## config.mk

```make
export PLATFORM = sky130hd
export DESIGN_NAME = afifo_gray_ptr_ctrl_flat
export DESIGN_NICKNAME = d
export VERILOG_FILES = /design/src/rtl/afifo_gray_ptr_ctrl_pkg.sv /design/src/rtl/afifo_gray_ptr_ctrl_if.sv /design/src/rtl/afifo_gray_ptr_ctrl_cvtr.sv /design/src/rtl/afifo_gray_ptr_ctrl.sv /design/src/flat_wrapper.sv
export SDC_FILE = /design/constraint.sdc
export NUM_CORES = 1
export LEC_CHECK = 0
export ABC_AREA = 1
export CAP_MARGIN = 20
export CORE_ASPECT_RATIO = 2
export CORE_MARGIN = 2
export CORE_UTILIZATION = 28
export DETAILED_ROUTE_END_ITERATION = 12
export PLACE_DENSITY_LB_ADDON = 0.08
export SETUP_SLACK_MARGIN = 0.1
export SLEW_MARGIN = 20
export SYNTH_ARGS = -nofsm -noshare
export SYNTH_HDL_FRONTEND = slang
export SYNTH_SLANG_ARGS = --single-unit
```

## constraint.sdc

```tcl
create_clock -name clk -period 3.1 [get_ports clk]
set_input_delay 0.62 -clock clk [delete_from_list [all_inputs] [get_ports clk]]
set_output_delay 0.62 -clock clk [all_outputs]
set_load 0.05 [all_outputs]
```

## src/rtl/afifo_gray_ptr_ctrl_pkg.sv

```systemverilog
// Shared constants and helpers for the async FIFO pointer/flag engines.
// A FIFO pointer carries one extra bit beyond the RAM address so full and empty can be told apart.
package afifo_pkg;

    localparam int MODE_WR = 0;
    localparam int MODE_RD = 1;

    function automatic int ptr_w(input int addr_w);
        return addr_w + 1;
    endfunction

    function automatic logic [31:0] bin2gray(input logic [31:0] b);
        return b ^ (b >> 1);
    endfunction

endpackage

```

## src/rtl/afifo_gray_ptr_ctrl_if.sv

```systemverilog
// Local-side bundle of one pointer engine: request, synchronised remote pointer and all status.
interface afifo_gray_ptr_ctrl_if
    import afifo_pkg::*;
#(
    parameter int ADDR_W = 4
);
    localparam int PW = ptr_w(ADDR_W);

    logic          inc;
    logic [PW-1:0] rmt_ptr_gray;
    logic          accept;
    logic [ADDR_W-1:0] addr;
    logic [PW-1:0] ptr_bin;
    logic [PW-1:0] ptr_gray;
    logic          flag;
    logic          almost;
    logic [PW-1:0] level;
    logic          err;

    modport slave (
        input  inc, rmt_ptr_gray,
        output accept, addr, ptr_bin, ptr_gray, flag, almost, level, err
    );

    modport master (
        output inc, rmt_ptr_gray,
        input  accept, addr, ptr_bin, ptr_gray, flag, almost, level, err
    );

endinterface

```

## src/rtl/afifo_gray_ptr_ctrl_cvtr.sv

```systemverilog
// Combinational Gray/binary converters used on the pointer paths.
module afifo_gtob_cvtr #(
    parameter int WIDTH = 5
) (
    input  logic [WIDTH-1:0] gray,
    output logic [WIDTH-1:0] bin
);
    // Each binary bit is the XOR of all Gray bits at or above it.
    always_comb begin
        bin = '0;
        for (int i = 0; i < WIDTH; i++) begin
            bin[i] = ^(gray >> i);
        end
    end

endmodule

module afifo_btog_cvtr #(
    parameter int WIDTH = 5
) (
    input  logic [WIDTH-1:0] bin,
    output logic [WIDTH-1:0] gray
);
    assign gray = bin ^ (bin >> 1);

endmodule

```

## src/rtl/afifo_gray_ptr_ctrl.sv

```systemverilog
// One-domain pointer/flag engine of an async FIFO: write side (full/overflow) or read side
// (empty/underflow), selected by MODE. Only ptr_gray is meant to cross into the other domain.
module afifo_gray_ptr_ctrl
    import afifo_pkg::*;
#(
    parameter int ADDR_W     = 4,
    parameter int MODE       = 0,
    parameter int LVL_THRESH = 2
) (
    input  logic                 clk,
    input  logic                 rst,
    afifo_gray_ptr_ctrl_if.slave bus
);
    localparam int PW    = ptr_w(ADDR_W);
    localparam int DEPTH = 1 << ADDR_W;
    localparam logic [31:0] ALMOST_HI = 32'(DEPTH - LVL_THRESH);
    localparam logic [31:0] ALMOST_LO = 32'(LVL_THRESH);
    // Full when local is exactly one lap ahead: remote Gray with its two top bits inverted.
    localparam logic [PW-1:0] FULL_MASK = PW'(3) << (PW - 2);
    localparam logic RST_FLAG = (MODE == MODE_RD);

    logic [PW-1:0] bin_p0, gray_p0, rbin_p0, level_p0;
    logic          flag_p0, almost_p0, accept_p0;

    logic [PW-1:0] bin_p1, gray_p1, level_p1;
    logic          flag_p1, almost_p1, err_p1;

    // ---- stage p0: next-state pointer, remote decode, next flags ----
    afifo_btog_cvtr #(.WIDTH(PW)) u_btog (
        .bin  (bin_p0),
        .gray (gray_p0)
    );

    afifo_gtob_cvtr #(.WIDTH(PW)) u_gtob (
        .gray (bus.rmt_ptr_gray),
        .bin  (rbin_p0)
    );

    always_comb begin
        accept_p0 = bus.inc & ~flag_p1 & ~rst;
        bin_p0    = accept_p0 ? bin_p1 + PW'(1) : bin_p1;
        if (MODE == MODE_WR) begin
            flag_p0   = (gray_p0 == (bus.rmt_ptr_gray ^ FULL_MASK));
            level_p0  = bin_p0 - rbin_p0;
            almost_p0 = (32'(level_p0) >= ALMOST_HI);
        end else begin
            flag_p0   = (gray_p0 == bus.rmt_ptr_gray);
            level_p0  = rbin_p0 - bin_p0;
            almost_p0 = (32'(level_p0) <= ALMOST_LO);
        end
    end

    // ---- stage p1: registered pointer and status ----
    always_ff @(posedge clk) begin
        if (rst) begin
            bin_p1    <= '0;
            gray_p1   <= '0;
            level_p1  <= '0;
            flag_p1   <= RST_FLAG;
            almost_p1 <= RST_FLAG;
            err_p1    <= 1'b0;
        end else begin
            bin_p1    <= bin_p0;
            gray_p1   <= gray_p0;
            level_p1  <= level_p0;
            flag_p1   <= flag_p0;
            almost_p1 <= almost_p0;
            err_p1    <= err_p1 | (bus.inc & flag_p1);
        end
    end

    assign bus.accept   = accept_p0;
    assign bus.addr     = bin_p1[ADDR_W-1:0];
    assign bus.ptr_bin  = bin_p1;
    assign bus.ptr_gray = gray_p1;
    assign bus.flag     = flag_p1;
    assign bus.almost   = almost_p1;
    assign bus.level    = level_p1;
    assign bus.err      = err_p1;

endmodule

```

## src/flat_wrapper.sv

```systemverilog
// flat-port wrapper written by rule: the top's interface ports become plain ports
module afifo_gray_ptr_ctrl_flat import afifo_pkg::*;
#(
    parameter int ADDR_W     = 4,
    parameter int MODE       = 0,
    parameter int LVL_THRESH = 2
)
  (clk, rst, bus_inc, bus_rmt_ptr_gray, bus_accept, bus_addr, bus_ptr_bin, bus_ptr_gray, bus_flag, bus_almost, bus_level, bus_err);
  afifo_gray_ptr_ctrl_if #(.ADDR_W(ADDR_W)) bus_i ();
  input  logic clk;
  input  logic rst;
  input wire logic [$bits(bus_i.inc)-1:0] bus_inc;
  input wire logic [$bits(bus_i.rmt_ptr_gray)-1:0] bus_rmt_ptr_gray;
  output wire logic [$bits(bus_i.accept)-1:0] bus_accept;
  output wire logic [$bits(bus_i.addr)-1:0] bus_addr;
  output wire logic [$bits(bus_i.ptr_bin)-1:0] bus_ptr_bin;
  output wire logic [$bits(bus_i.ptr_gray)-1:0] bus_ptr_gray;
  output wire logic [$bits(bus_i.flag)-1:0] bus_flag;
  output wire logic [$bits(bus_i.almost)-1:0] bus_almost;
  output wire logic [$bits(bus_i.level)-1:0] bus_level;
  output wire logic [$bits(bus_i.err)-1:0] bus_err;
  assign bus_i.inc = bus_inc;
  assign bus_i.rmt_ptr_gray = bus_rmt_ptr_gray;
  assign bus_accept = bus_i.accept;
  assign bus_addr = bus_i.addr;
  assign bus_ptr_bin = bus_i.ptr_bin;
  assign bus_ptr_gray = bus_i.ptr_gray;
  assign bus_flag = bus_i.flag;
  assign bus_almost = bus_i.almost;
  assign bus_level = bus_i.level;
  assign bus_err = bus_i.err;
  afifo_gray_ptr_ctrl #(.ADDR_W(ADDR_W), .MODE(MODE), .LVL_THRESH(LVL_THRESH)) u_core (.clk(clk), .rst(rst), .bus(bus_i));
endmodule
```

==> results of run 1 <==
[layer usage]
layer  wire (µm)  vias to the layer above
met4          67                        0
met3         122                        5
met1        1050                      485
li1            -                      536
met5           0                        -
met2        1480                       36
[power by group through the flow]
stage	clock, mW	sequential [mW]	combinational (mW)
5_1_grt	0.188	0.264	0.403
4_1_cts	0.177	0.261	0.361
3_3_place_gp	0	0.266	0.357
2_1_floorplan	0	0.364	0.156
3_5_place_dp	0	0.266	0.358
6_report	0.170	0.260	0.372
[timing repair]
| action | 4_1_cts | 5_1_grt |
|---|---|---|
| setup buffers | 0 | 3 |
| hold buffers | 0 | 0 |
| resized for setup | 0 | 4 |
| setup endpoints to repair | 0 | 2 |
[layout by cell type (no fill, tap or decap), types with 2 or more instances in the layout]
cell type / n
o21ai_1: 2
nand3_1: 12
nand2_1: 48
ha_1: 4
xnor2_1: 2
dfxtp_1: 17
nand2_2: 4
clkdlybuf4s50_1: 27
buf_4: 4
a21oi_1: 5
nor2_1: 16
clkbuf_8: 3
dlymetal6s2s_1: 2
xor2_2: 2
nand4_1: 2
inv_1: 17
xor2_1: 2
[worst max-delay path, cell delays in order]
cell and delay, ns:
clkdlybuf4s50_1 0.54, xor2_2 0.23, xor2_2 0.23, xor2_1 0.20, ha_2 0.21, fa_1 0.42
nor2_1 0.16, nand3_1 0.11, o21ai_1 0.09
[worst max path at each step]
stage | startpoint | endpoint | slack (ns) | cells after the start
after floorplan | bus_rmt_ptr_gray[4] | u_core.bus.almost | 0.73 | 12
after global placement | bus_rmt_ptr_gray[4] | u_core.bus.almost | 0.05 | 13
after detailed placement | bus_rmt_ptr_gray[4] | u_core.bus.almost | -0.02 | 13
after CTS | bus_rmt_ptr_gray[4] | u_core.bus.almost | 0.25 | 12
after global routing | bus_rmt_ptr_gray[2] | u_core.bus.almost | 0.27 | 12
final | bus_rmt_ptr_gray[2] | u_core.bus.almost | 0.48 | 9
[stage by stage]
| stage | instances | hold WS (ns) | utilization, % | TNS (ns) |
|---|---|---|---|---|
| 5_1_grt | 236 | 0.519 | 39.5 | 0 |
| 4_1_cts | 233 | 0.479 | 38.6 | 0 |
| 3_3_place_gp | 229 | 0.460 | 37.4 | 0 |
| 3_5_place_dp | 229 | 0.463 | 37.4 | -0.0155 |
| 2_1_floorplan | 155 | 0.723 | - | 0 |
| 6_report | 236 | 0.467 | 39.5 | 0 |
[cell usage after synthesis (all sizes together)]
master  count
fa          1
nand3      13
ha          5
a31oi       1
nand4       2
nor2       18
o21ai       5
nand3b      1
buf         7
xnor2       3
inv        19
dfxtp      17
nor3        1
xor2        4
nand2      52
clkbuf      1
a21oi       5
[sequential cells by signal (all words and copies together), names as in the netlist]
signal and flops:
u_core.bus.flag 1, u_core.bus.level 5, u_core.bus.ptr_bin 4, u_core.bus.ptr_gray 5
u_core.bus.almost 1, u_core.bus.err 1
[kinds of logic (layout without fill, tap and decap cells)]
family                     Yosys count  after routing
adders and majority gates            6              6
AOI/OAI and AO/OA                   11             11
DFF                                 17             17
xor gates and xnor gates             7              7
buffers and inverters               27             57
and+or+nand+nor                     87             87
[area by class of cell]
class	instances	area [µm²]
Clock buffer	4	45.0
Fill cell	419	2300
Inverter	19	76.3
Multi-Input combinational cell	111	632
Sequential cell	17	340
Tap cell	51	63.8
Timing Repair Buffer	34	345
==> metrics.cfg, run 1 <==
[run]
maxCapViolCount=0

[final_layout]
area_delta_synth_final_pct=36.2
layout-drive-gt1-share_pct=13.0
num_antenna_cells=0
final_area_um2=1500
final_net_count=200

[clock_network]
h-tree-depth=1
cts_inserted_buffers=3
insertion_delay_ns=0.26
clk_pin_slew_ns=0.06
clock_sinks=17
ctsRootBufferMaster=clkbuf_8
cts_buffer_depth=2
cts_tree=built

[sta]
finalSetupViolCount=0
fmaxAchievable_mhz=382
hold_violations=0
min_period_ns=2.62
fin_skew_ns=0.00536
fin_ws_ns=0.484
drv_slew=0
finalCritPeriodShare_pct=84.4
grt_setup_unrepaired=no
max-slew-margin-rel_pct=66.5
worst_pin_slew_ns=0.501

[global_routing]
grt_pass1_vias=1055
use_met1_pct=14.0
met2_usage_pct=25.5
grt_pass1_wl_um=4620
top_usage_layer=met2
grt_usage_pct=13.4
use_met3_pct=1.94
grt-ovfl-total=0
grt_max_degree=17
antenna_found_initial=0

[hold_path]
hold_start=u_core.bus.err
holdPathStages=2
min_to=u_core.bus.err
hp-class=register to register

[setup_path]
cp.arrival_ns=2.80
critPathCaptureType=register
r2r_setup_slack_ns=0.95
start_kind=input pin
rr_startpoint=u_core.bus.ptr_bin[0]
cp.required_ns=3.29
crit_type=input pin to register
regToRegEndpoint=u_core.bus.almost
crit_fanout=3
rr_worst_depth=9

[placement]
io_buffers=30
hpwl_um=2140
gp_congestion=0.803
dpl-instance-area_um2=1420
dp_slack_ns=-0.0155

[floorplanning]
die_h_um=92.8
start_util_pct=29.0
ioPinCount=31
row_count=32
die-area_um2=4490
core_area_um2=3800
die_width_um=48.4

[synth]
synth_top_area_share_pct=30.8
yosys-top-cells-area=dfxtp_1, nand2_1, inv_1, ha_1, nand3_1
avgSynthCellArea_um2=7.12
synth_compound_area_share_pct=6.46
ys_seq_elements=17
synth_top_family_by_area=simple AND/OR/NAND/NOR gates
synthAdderAreaFrac_pct=7.48
syn-cell-area_um2=1100
ys_seq_area_share_pct=30.8
yosysUniqueCellTypes=29
synthCells=155
yosysTopAreaCell=dfxtp_1
synth_fp_nets=169
synth-xor-area-share_pct=7.60
yosysWarnings=0
muxShareOfSynthArea_pct=0
synth-simple-area-share_pct=34.9

[power]
power_density_nw_per_um2=533
ir_drop_v=0.000330
comb_power_share_pct=46.4
power_uw=801
clockPowerShare_pct=21.2
p_sw_uw=330
power_switching_share_pct=41.2
internal-power_uw=471
power_leakage_nw=0.694
p_seq_share_pct=32.5

[route]
drt-initial-drc-count=14
via_count=1062
routed_wl_um=2720
detail-route-antenna-nets=0
vias_per_cell=4.50
post_drt_wl_per_cell_um=11.5
post-route-drc-count=0
drt_first_pass_iters=4

[status]
outcome=finished clean

(Power assumes the default switching activity.)
==> run 2, diff against run 1 <==
- clock period: 3.1 -> 2.2 ns (I/O delays scaled with it)
==> metrics.cfg, run 2 (synthesis gave the netlist of run 1 again) <==
[floorplanning]
die-area_um2=4490  ; unchanged
die_width_um=48.4  ; unchanged
ioPinCount=31  ; unchanged
core_area_um2=3800  ; unchanged
die_h_um=92.8  ; unchanged
start_util_pct=29.0  ; unchanged
row_count=32  ; unchanged

[final_layout]
num_antenna_cells=0  ; unchanged
final_area_um2=1720  ; was 1500 µm²
final_net_count=217  ; was 200
final_util_pct=45.2  ; was 39.5%
multiInputGateArea_um2=714  ; was 632 µm²
final_cell_mix=nand2_1, clkdlybuf4s50_1, buf_4  ; was nand2_1, clkdlybuf4s50_1, inv_1, dfxtp_1, nor2_1
seqCellArea_um2=344  ; was 340 µm²
layout_commonest_cell=nand2_1  ; unchanged
area_delta_synth_final_pct=55.7  ; was 36.2%
layout-drive-gt1-share_pct=27.7  ; was 13.0%
final.fill_count=400  ; was 419

[run]
maxCapViolCount=0  ; unchanged

[clock_network]
cts_tree=built  ; unchanged
h-tree-depth=1  ; unchanged
clock_sinks=17  ; unchanged
cts_buffer_depth=2  ; unchanged
insertion_delay_ns=0.25  ; was 0.26 ns
cts_inserted_buffers=3  ; unchanged
ctsRootBufferMaster=clkbuf_8  ; unchanged
clk_pin_slew_ns=0.07  ; was 0.06 ns
ctsHoldBuffers=0  ; unchanged

[sta]
fin_ws_ns=0.0619  ; was 0.484 ns
fin_skew_ns=0.000789  ; was 0.00536 ns
finalSetupViolCount=0  ; unchanged
finalCritPeriodShare_pct=97.2
hold_ws_ns=0.489  ; was 0.467 ns
drv_slew=0  ; unchanged
min_period_ns=2.14
max-slew-margin-rel_pct=65.8  ; was 66.5%
worst_pin_slew_ns=0.511  ; was 0.501 ns
hold_violations=0  ; unchanged
tns_ns=0  ; unchanged
grt_setup_unrepaired=yes  ; was no
fmaxAchievable_mhz=468

[placement]
io_buffers=30  ; unchanged
dp_slack_ns=-0.694  ; was -0.0155 ns
hpwl_um=2360  ; was 2140 µm
gp_congestion=0.818  ; was 0.803
dpl-instance-area_um2=1560  ; was 1420 µm²

[global_routing]
grt_usage_pct=13.9  ; was 13.4%
grt_max_degree=17  ; unchanged
grt_pass1_vias=1096  ; was 1055
antenna_found_initial=0  ; unchanged
grt-ovfl-total=0  ; unchanged
grt_pass1_wl_um=4770  ; was 4620 µm

[route]
routed_wl_um=2940  ; was 2720 µm
post-route-drc-count=0  ; unchanged
drt_first_pass_iters=4  ; unchanged
drt-initial-drc-count=18  ; was 14
via_count=1107  ; was 1062
detail-route-antenna-nets=0  ; unchanged
vias_per_cell=4.38  ; was 4.50
post_drt_wl_per_cell_um=11.6  ; was 11.5 µm

[setup_path]
path_delay_family=XOR/XNOR gates  ; unchanged
worstPathCellList=buf_6 > xnor2_4 > xor2_2 > xor2_2 > xor2_1 > ha_2 > fa_2 > inv_2 > a31oi_4 > nand3_1 > nand2_2 > o21ai_2  ; was clkdlybuf4s50_1 > xor2_2 > xor2_2 > xor2_1 > ha_2 > fa_1 > nor2_1 > nand3_1 > o21ai_1
critPathCaptureType=register  ; unchanged
slowest_delay_ns=0.24  ; was 0.54 ns
start_kind=input pin  ; unchanged
crit_top_cell=xor2_2  ; unchanged
cp.arrival_ns=2.28  ; was 2.80 ns
worst-path-buf-inv=2  ; was 1
crit_type=input pin to register  ; unchanged
cp.required_ns=2.35  ; was 3.29 ns
cp_slowest_cell=xor2_2  ; was clkdlybuf4s50_1
r2r_setup_slack_ns=0.24  ; was 0.95 ns
crit_fanout=2  ; was 3

[power]
power_leakage_nw=0.815  ; was 0.694 nW
ir_drop_v=0.000521  ; was 0.000330 V
power_density_nw_per_um2=730  ; was 533 nW/µm²

[status]
outcome=finished clean  ; unchanged

[hold_path]
hp-class=register to register  ; unchanged

run 2: cell types whose count changed in the layout (fill, tap and decap cells not counted), sizes merged:
cell           change
buf               +19
clkdlybuf4s50      -6
dlygate4sd2        +4
run 2: path summary, 6_finish.rpt:
kind	start	end	depth (start not counted)
setup / recovery	bus_rmt_ptr_gray[4]	u_core.bus.almost	12
hold / removal	u_core.bus.err	u_core.bus.err	2
setup reg to reg	u_core.bus.ptr_bin[0]	u_core.bus.almost	9
hold reg to reg	u_core.bus.err	u_core.bus.err	2
run 2: metrics by stage:
| stage | power, mW | instances |
|---|---|---|
| after floorplan | 0.739 | 155 |
| after global placement | 0.930 | 245 |
| after detailed placement | 0.934 | 245 |
| after CTS | 1.21 | 252 |
| after global routing | 1.32 | 253 |
| final | 1.25 | 253 |
run 2: layer usage:
metal	GRT usage (%)	up-vias	share of wire, %
li1	-	570	-
met1	13.5	501	37
met2	27.3	29	57
met3	1.61	7	2.9
met4	8.10	0	3.4
met5	0	-	0
run 2: final cells by class:
class,instances,area share (%)
inverters,19,4.44
flip-flops and latches,17,20.0
well taps,51,3.71
clock buffers,4,2.62
repair buffers,51,27.6
multi-input cells,111,41.6
run 2: power breakdown:
part           internal [mW]  switching, mW  leakage [nW]
Combinational          0.269          0.382         0.651
Sequential             0.349         0.0195         0.141
Clock                  0.129          0.107        0.0228
Total                  0.746          0.508         0.815
run 2: worst reg2reg max path, cell delays in order (launching register included):
cell,delay [ns]
dfxtp_2,0.36
ha_1,0.25
xnor2_2,0.16
o21ai_2,0.21
ha_4,0.26
a21oi_1,0.15
o21ai_1,0.09
xor2_1,0.26
nand3_2,0.10
o21ai_2,0.06
run 2: repair_timing:
item                                    in CTS  in global routing
pin swaps                                   12                 12
buffers inserted                             3                  1
endpoints found under the setup margin       6                  5
resized for setup                           22                 12
==> run 3, diff against run 2 <==
- CORE_MARGIN: 2 -> unset
==> metrics.cfg, run 3 (synthesis gave the netlist of run 1 again) <==
[setup_path]
rr_startpoint=u_core.bus.ptr_bin[0]  ; unchanged
start_kind=input pin  ; unchanged
cp_slowest_cell=fa_2  ; was xor2_2
cp.arrival_ns=2.28  ; about the same
r2r_setup_slack_ns=0.19  ; was 0.24 ns
cp.required_ns=2.36  ; was 2.35 ns
crit_fanout=2  ; unchanged
slowest_delay_ns=0.56  ; was 0.24 ns
crit_top_cell=xor2_2  ; unchanged
regToRegEndpoint=u_core.bus.almost  ; unchanged
worstPathCellList=buf_8 > xnor2_4 > xor2_2 > xor2_2 > xor2_1 > ha_2 > fa_2 > nor2_4 > buf_4 > buf_6  ; was buf_6 > xnor2_4 > xor2_2 > xor2_2 > xor2_1 > ha_2 > fa_2 > inv_2 > a31oi_4 > nand3_1 > nand2_2 > o21ai_2
critPathCaptureType=register  ; unchanged
rr_worst_depth=9  ; unchanged
worst-path-buf-inv=3  ; was 2
crit_type=input pin to register  ; unchanged
path_delay_family=adder cells  ; was XOR/XNOR gates

[clock_network]
clk_pin_slew_ns=0.07  ; about the same
clock_sinks=17  ; unchanged
cts_tree=built  ; unchanged
cts_inserted_buffers=3  ; unchanged
ctsHoldBuffers=0  ; unchanged
cts_buffer_depth=2  ; unchanged
insertion_delay_ns=0.25  ; about the same
ctsRootBufferMaster=clkbuf_8  ; unchanged
h-tree-depth=1  ; unchanged

[final_layout]
final_cell_mix=nand2_1, clkdlybuf4s50_1, buf_4  ; unchanged
seqCellArea_um2=344  ; unchanged
final.fill_count=398  ; was 400
area_delta_synth_final_pct=54.0  ; was 55.7%
final_area_um2=1700  ; was 1720 µm²
multiInputGateArea_um2=674  ; was 714 µm²
final_cells=255  ; was 253
layout_commonest_cell=nand2_1  ; unchanged
final_net_count=219  ; was 217
layout-drive-gt1-share_pct=26.0  ; was 27.7%
final_util_pct=44.7  ; was 45.2%
num_antenna_cells=0  ; unchanged

[sta]
hold_violations=0  ; unchanged
fin_skew_ns=0.00208  ; was 0.000789 ns
worst_pin_slew_ns=0.505  ; was 0.511 ns
grt_setup_unrepaired=yes  ; unchanged
drv_slew=0  ; unchanged
finalSetupViolCount=0  ; unchanged
min_period_ns=2.13  ; was 2.14 ns
finalCritPeriodShare_pct=96.7  ; was 97.2%
fmaxAchievable_mhz=470  ; was 468 MHz
max-slew-margin-rel_pct=66.2  ; was 65.8%

[power]
power_density_nw_per_um2=721  ; was 730 nW/µm²
power_mw=1.22  ; was 1.25 mW
ir_drop_v=0.000530  ; was 0.000521 V
power_leakage_nw=0.802  ; was 0.815 nW

[run]
maxCapViolCount=0  ; unchanged

[floorplanning]
row_count=32  ; unchanged
die_width_um=46.4  ; was 48.4 µm
core_area_um2=3800  ; unchanged
die_h_um=90.8  ; was 92.8 µm
ioPinCount=31  ; unchanged
die-area_um2=4210  ; was 4490 µm²
start_util_pct=29.0  ; unchanged

[global_routing]
grt_pass1_vias=1027  ; was 1096
grt_pass1_wl_um=4380  ; was 4770 µm
grt-ovfl-total=0  ; unchanged
grt_max_degree=17  ; unchanged
grt_usage_pct=14.3  ; was 13.9%
antenna_found_initial=0  ; unchanged

[route]
drt_first_pass_iters=4  ; unchanged
routed_wl_um=2820  ; was 2940 µm
vias_per_cell=4.35  ; was 4.38
detail-route-antenna-nets=0  ; unchanged
post-route-drc-count=0  ; unchanged
drt-initial-drc-count=7  ; was 18
post_drt_wl_per_cell_um=11.1  ; was 11.6 µm
via_count=1110  ; was 1107

[placement]
gp_congestion=0.804  ; was 0.818
io_buffers=30  ; unchanged
place_inst=245  ; unchanged
hpwl_um=2240  ; was 2360 µm
dpl-instance-area_um2=1560  ; unchanged

[hold_path]
min_to=u_core.bus.err  ; unchanged
hold_start=u_core.bus.err  ; unchanged
hp-class=register to register  ; unchanged
holdPathStages=2  ; unchanged

[status]
outcome=finished clean  ; unchanged

[run 3: power by group]
group	leakage, nW	internal (mW)	switching (mW)
logic	0.638	0.256	0.367
clock network	0.0228	0.129	0.106
registers	0.141	0.349	0.0190
total	0.802	0.733	0.492
[run 3: worst reg2reg max path, cell delays in order (launching register included)]
cell     delay (ns)
dfxtp_2        0.36
ha_1           0.25
xnor2_2        0.20
o21ai_2        0.09
ha_1           0.40
nand2_1        0.08
o21ai_1        0.17
xor2_1         0.24
nand3_2        0.09
o21ai_1        0.08
[run 3: repair_timing]
action | 4_1_cts | 5_1_grt
pin swaps | 7 | 8
resized for setup | 19 | 10
hold endpoints to repair | 0 | 0
endpoints found under the setup margin | 5 | 5
setup buffers | 4 | 2
[run 3: how the worst max path moves through the flow]
stage,from,endpoint,slack [ns],depth (start not counted)
after floorplan,bus_rmt_ptr_gray[4],u_core.bus.almost,0.1,12
after global placement,bus_rmt_ptr_gray[4],u_core.bus.almost,-0.59,10
after detailed placement,bus_rmt_ptr_gray[4],u_core.bus.almost,-0.68,10
after CTS,bus_rmt_ptr_gray[3],u_core.bus.almost,0.06,10
after global routing,bus_rmt_ptr_gray[4],u_core.bus.almost,-0.01,10
final,bus_rmt_ptr_gray[4],u_core.bus.level[1],0.07,10
[run 3: per-layer routing]
| layer | global-route usage (%) | up-vias | routed length [µm] |
|---|---|---|---|
| met1 | 14.8 | 503 | 1060 |
| met5 | 0 | - | 0 |
| li1 | - | 573 | - |
| met4 | 7.60 | 0 | 89 |
| met2 | 25.7 | 26 | 1610 |
| met3 | 1.20 | 8 | 67 |
[run 3: layout make-up]
cell class	instances	area share [%]
inverter	19	4.49
multi-input combinational	111	39.7
clock buffer	4	2.65
tap	51	3.76
sequential	17	20.3
timing repair buffer	53	29.2
[run 3: metrics by stage]
step                setup slack (ns)  hold WS [ns]  TNS (ns)
detailed placement            -0.680         0.497     -2.90
finish                        0.0719         0.495         0
CTS                           0.0555         0.516         0
global route                 -0.0130         0.553   -0.0218
floorplan                     0.0972         0.581         0
global placement              -0.595         0.461     -2.62
